--- src/rtl/fetch_pc_select.sv ---
// Fetch-stage PC selection: picks the address fetched this cycle and registers the
// predicted next PC, waiting out unresolved rets and parking on halts.
module fetch_pc_select #(
    parameter logic [63:0] RESET_PC = 64'h0
) (
    input  logic        clk,
    input  logic        rst,
    input  logic        F_stall,
    input  logic [3:0]  f_icode,
    input  logic        f_imem_error,
    input  logic [63:0] f_valC,
    input  logic [63:0] f_valP,
    input  logic [3:0]  M_icode,
    input  logic        M_cnd,
    input  logic [63:0] M_valA,
    input  logic [3:0]  W_icode,
    input  logic [63:0] W_valM,
    output logic [63:0] f_pc,
    output logic [63:0] F_predPC,
    output logic        ret_stall,
    output logic        fetch_valid,
    output logic        halted
);

    typedef enum logic [1:0] {
        S_RUN      = 2'd0,
        S_RET_WAIT = 2'd1,
        S_HALTED   = 2'd2
    } state_t;

    localparam logic [3:0] IC_HALT = 4'h0;
    localparam logic [3:0] IC_JXX  = 4'h7;
    localparam logic [3:0] IC_CALL = 4'h8;
    localparam logic [3:0] IC_RET  = 4'h9;

    state_t      r_state;
    logic [63:0] r_pred_pc;

    logic        w_mispredict;
    logic        w_wret;
    logic        w_correct;
    logic [63:0] w_pred;
    state_t      w_fetch_state;

    assign w_mispredict = (M_icode == IC_JXX) && !M_cnd;
    assign w_wret       = (W_icode == IC_RET);
    assign w_correct    = w_mispredict || w_wret;

    always_comb begin
        if (w_mispredict) begin
            f_pc = M_valA;
        end else if (w_wret) begin
            f_pc = W_valM;
        end else begin
            f_pc = r_pred_pc;
        end
    end

    assign w_pred = ((f_icode == IC_JXX) || (f_icode == IC_CALL)) ? f_valC : f_valP;

    // State implied by the instruction just fetched; shared by RUN and by corrections.
    always_comb begin
        if (f_imem_error || (f_icode == IC_HALT)) begin
            w_fetch_state = S_HALTED;
        end else if (f_icode == IC_RET) begin
            w_fetch_state = S_RET_WAIT;
        end else begin
            w_fetch_state = S_RUN;
        end
    end

    always_ff @(posedge clk) begin
        if (rst) begin
            r_pred_pc <= RESET_PC;
            r_state   <= S_RUN;
        end else if (w_correct) begin
            r_pred_pc <= w_pred;
            r_state   <= w_fetch_state;
        end else if (!F_stall && (r_state == S_RUN)) begin
            r_pred_pc <= w_pred;
            r_state   <= w_fetch_state;
        end
    end

    assign F_predPC    = r_pred_pc;
    assign fetch_valid = (r_state == S_RUN) || w_correct;
    assign ret_stall   = (r_state == S_RET_WAIT) && !w_correct;
    assign halted      = (r_state == S_HALTED);

endmodule

--- config.mk ---
export PLATFORM = sky130hd
export DESIGN_NAME = fetch_pc_select
export DESIGN_NICKNAME = d
export VERILOG_FILES = /design/src/rtl/fetch_pc_select.sv
export SDC_FILE = /design/constraint.sdc
export NUM_CORES = 1
export LEC_CHECK = 0
export CORE_AREA = 2 2 159 161
export DETAILED_ROUTE_END_ITERATION = 10
export DIE_AREA = 0 0 161 163
export GPL_TIMING_DRIVEN = 0
export SLEW_MARGIN = 0
export SYNTH_ARGS = -nofsm -noshare
export SYNTH_HDL_FRONTEND = slang
export SYNTH_SLANG_ARGS = --single-unit
--- constraint.sdc ---
create_clock -name clk -period 3.3 [get_ports clk]
set_clock_uncertainty 0.05 [all_clocks]
set_input_delay 0.66 -clock clk [delete_from_list [all_inputs] [get_ports clk]]
set_output_delay 0.66 -clock clk [all_outputs]
set_load 0.01 [all_outputs]
==> metrics.csv <==
metric;value;unit
grt_pass1_wl;48200;microns
synth_area_per_cell;8.06;sq um
die-area;26200;sq um
cts_hold_buf;0;
routed_wl;32500;microns
rows;58;
crit_type;in2out;
final_cell_count_no_fill;1580;
syn-num-nets;1101;
placed_area;11100;sq um
final_cell_mix;clkdlybuf4s50_1, nor2_1, o22ai_1;
htreeDepth;3;
worst_pin_slew;819;ps
ioPinCount;404;
numCtsBuffers;9;
portBuffers;400;
drc;0;
first_pass_iters;5;
dieHeight;163;microns
synth-seq-cells;66;
syn_inst;828;
area_growth;73.2;%
core-area;24700;sq um
start_util;27.0;%
dpl.cell_count;1558;
drive_gt1_share;17.8;%
critPathArrivalTime;2620;ps
viasPerCell;5.26;
dp_hpwl;24300;microns
slew_violations;0;
violations;setup timing;
dp_slack;-699;ps
clkTransAtPathRegs;60;ps
clockBufferDepth;2;
stdcell_area;11600;sq um
routed-via-count;8312;
num_antenna_cells;0;
route.antenna.remaining_nets;0;
multi_input_area;4510;sq um
grt_pass1_vias;8096;
fin_crit;3330;ps
timing.final.crit_share;101;%
wl_per_cell;20.5;microns
rsz0062_at_grt;true;
vdd_drop_max;0.164;mV
hold_path_class;reg2reg;
grt-ovfl-total;0;
finalWorstSetupSlack;-30.7;ps
leakagePower;0.00448;uW
path_max_fanout;10;
status;finished with violations;
setup_violations;3;
antenna_found_initial;1;
fmax;0.300;GHz
cts_sinks;66;
cp.required;2590;ps
gp_congestion;0.819;
final_common_cell;clkdlybuf4s50_1;
clockRootBuffer;clkbuf_16;
drt_iter0_markers;468;
max_cap_violations;0;
insertion_delay;340;ps
p_per_area;294;nW/um^2
fin_tns_setup;-70.1;ps
end_kind;output pin;
slew_headroom;45.4;%
critPathLaunchType;primary input;
die_x;161;microns
grt_max_degree;11;
hold_viol;0;
synth_cell_type_count;28;
final_nets;1519;
cts_tree;built;
fillCellCount;2505;
synth_area;6670;sq um
synth_warnings;0;
grt_util_all_layers;23.6;%
seqCellArea;1320;sq um
ys_seq_area_share;19.8;%
==> worst paths after layout <==
| kind | endpoint | slack [ps] | from | cells after the start |
|---|---|---|---|---|
| worst max-delay path | f_pc[5] | -30 | M_cnd | 8 |
| worst min register to register | F_predPC[41] | 460 | F_predPC[41] | 2 |
| worst max register to register | F_predPC[62] | 1480 | r_state[1] | 4 |
| worst min-delay path | F_predPC[41] | 460 | F_predPC[41] | 2 |
==> report_power, final <==
group / leakage, uW / internal, uW / switching (uW)
clock: 0.000152 / 643 / 393
sequential: 0.000541 / 861 / 65.3
combinational: 0.00379 / 813 / 626
total: 0.00448 / 2320 / 1080
==> synth_stat cells <==
cell	count	area [sq um]
buf_1	5	18.8
a211o_4	1	17.5
nand2b_1	65	407
nor3_1	1	5.00
nand2_1	4	15.0
o21ai_0	1	5.00
and4bb_4	1	16.3
and4bb_1	1	12.5
nor2_1	131	492
nand3b_4	1	20.0
dfxtp_1	66	1320
a21oi_1	66	330
o22ai_2	60	751
nor2b_1	2	12.5
o221a_2	64	721
a211oi_1	1	7.51
buf_2	26	130
clkbuf_1	42	158
o22ai_1	68	425
o21ai_4	1	16.3
nand2b_2	1	8.76
buf_12	7	140
inv_1	64	240
buf_6	12	135
mux2i_1	64	641
a221oi_1	64	561
buf_4	7	52.6
nor4_1	2	12.5
==> cell type report <==
class,count,share of cell area [%]
clock inverter,2,0.303
multi-input combinational,599,39.0
clock buffer,13,2.34
buffer,97,6.22
timing repair buffer,409,35.0
tap,330,3.57
sequential,66,11.4
inverter,64,2.08
==> metrics by stage <==
stage	utilization [%]	total power, uW	hold WS [ps]
3_5_place_dp	44.9	2410	448
2_1_floorplan	-	1600	427
6_report	46.8	3400	463
4_1_cts	46.7	3420	462
3_3_place_gp	44.9	2400	449
5_1_grt	46.8	3560	488
==> cells by family after synthesis <==
| logic type | after synthesis | share of synthesized area [%] |
|---|---|---|
| buf+inv | 163 | 13.1 |
| mux | 64 | 9.60 |
| flops | 66 | 19.8 |
| simple gates | 209 | 15.0 |
| compound gates | 326 | 42.5 |
==> what timing repair did <==
item | CTS | global route
endpoints found under the setup margin | 66 | 11
setup buffers | 5 | 4
gates resized for setup | 98 | 17
pin swaps | 1 | 1
endpoints found under the hold margin | 0 | 0
==> state kept, by name, summed over array words and instances (netlist names) <==
signal	count
r_state	2
F_predPC	64
==> critical path, stage by stage <==
cell	delay [ps]
clkdlybuf4s50_1	440
and4bb_4	240
nand2_1	130
buf_8	190
clkbuf_4	230
nor2_1	60
a21oi_1	110
clkdlybuf4s50_1	550
==> layer usage <==
metal / vias to the layer above / routed length, microns / GRT usage [%]
li1: 3972 / - / -
met1: 3959 / 13800 / 30.0
met2: 360 / 16000 / 41.2
met3: 21 / 2210 / 4.56
met4: 0 / 387 / 5.52
met5: - / 0 / 0
Power figures use the tool's default switching activity.
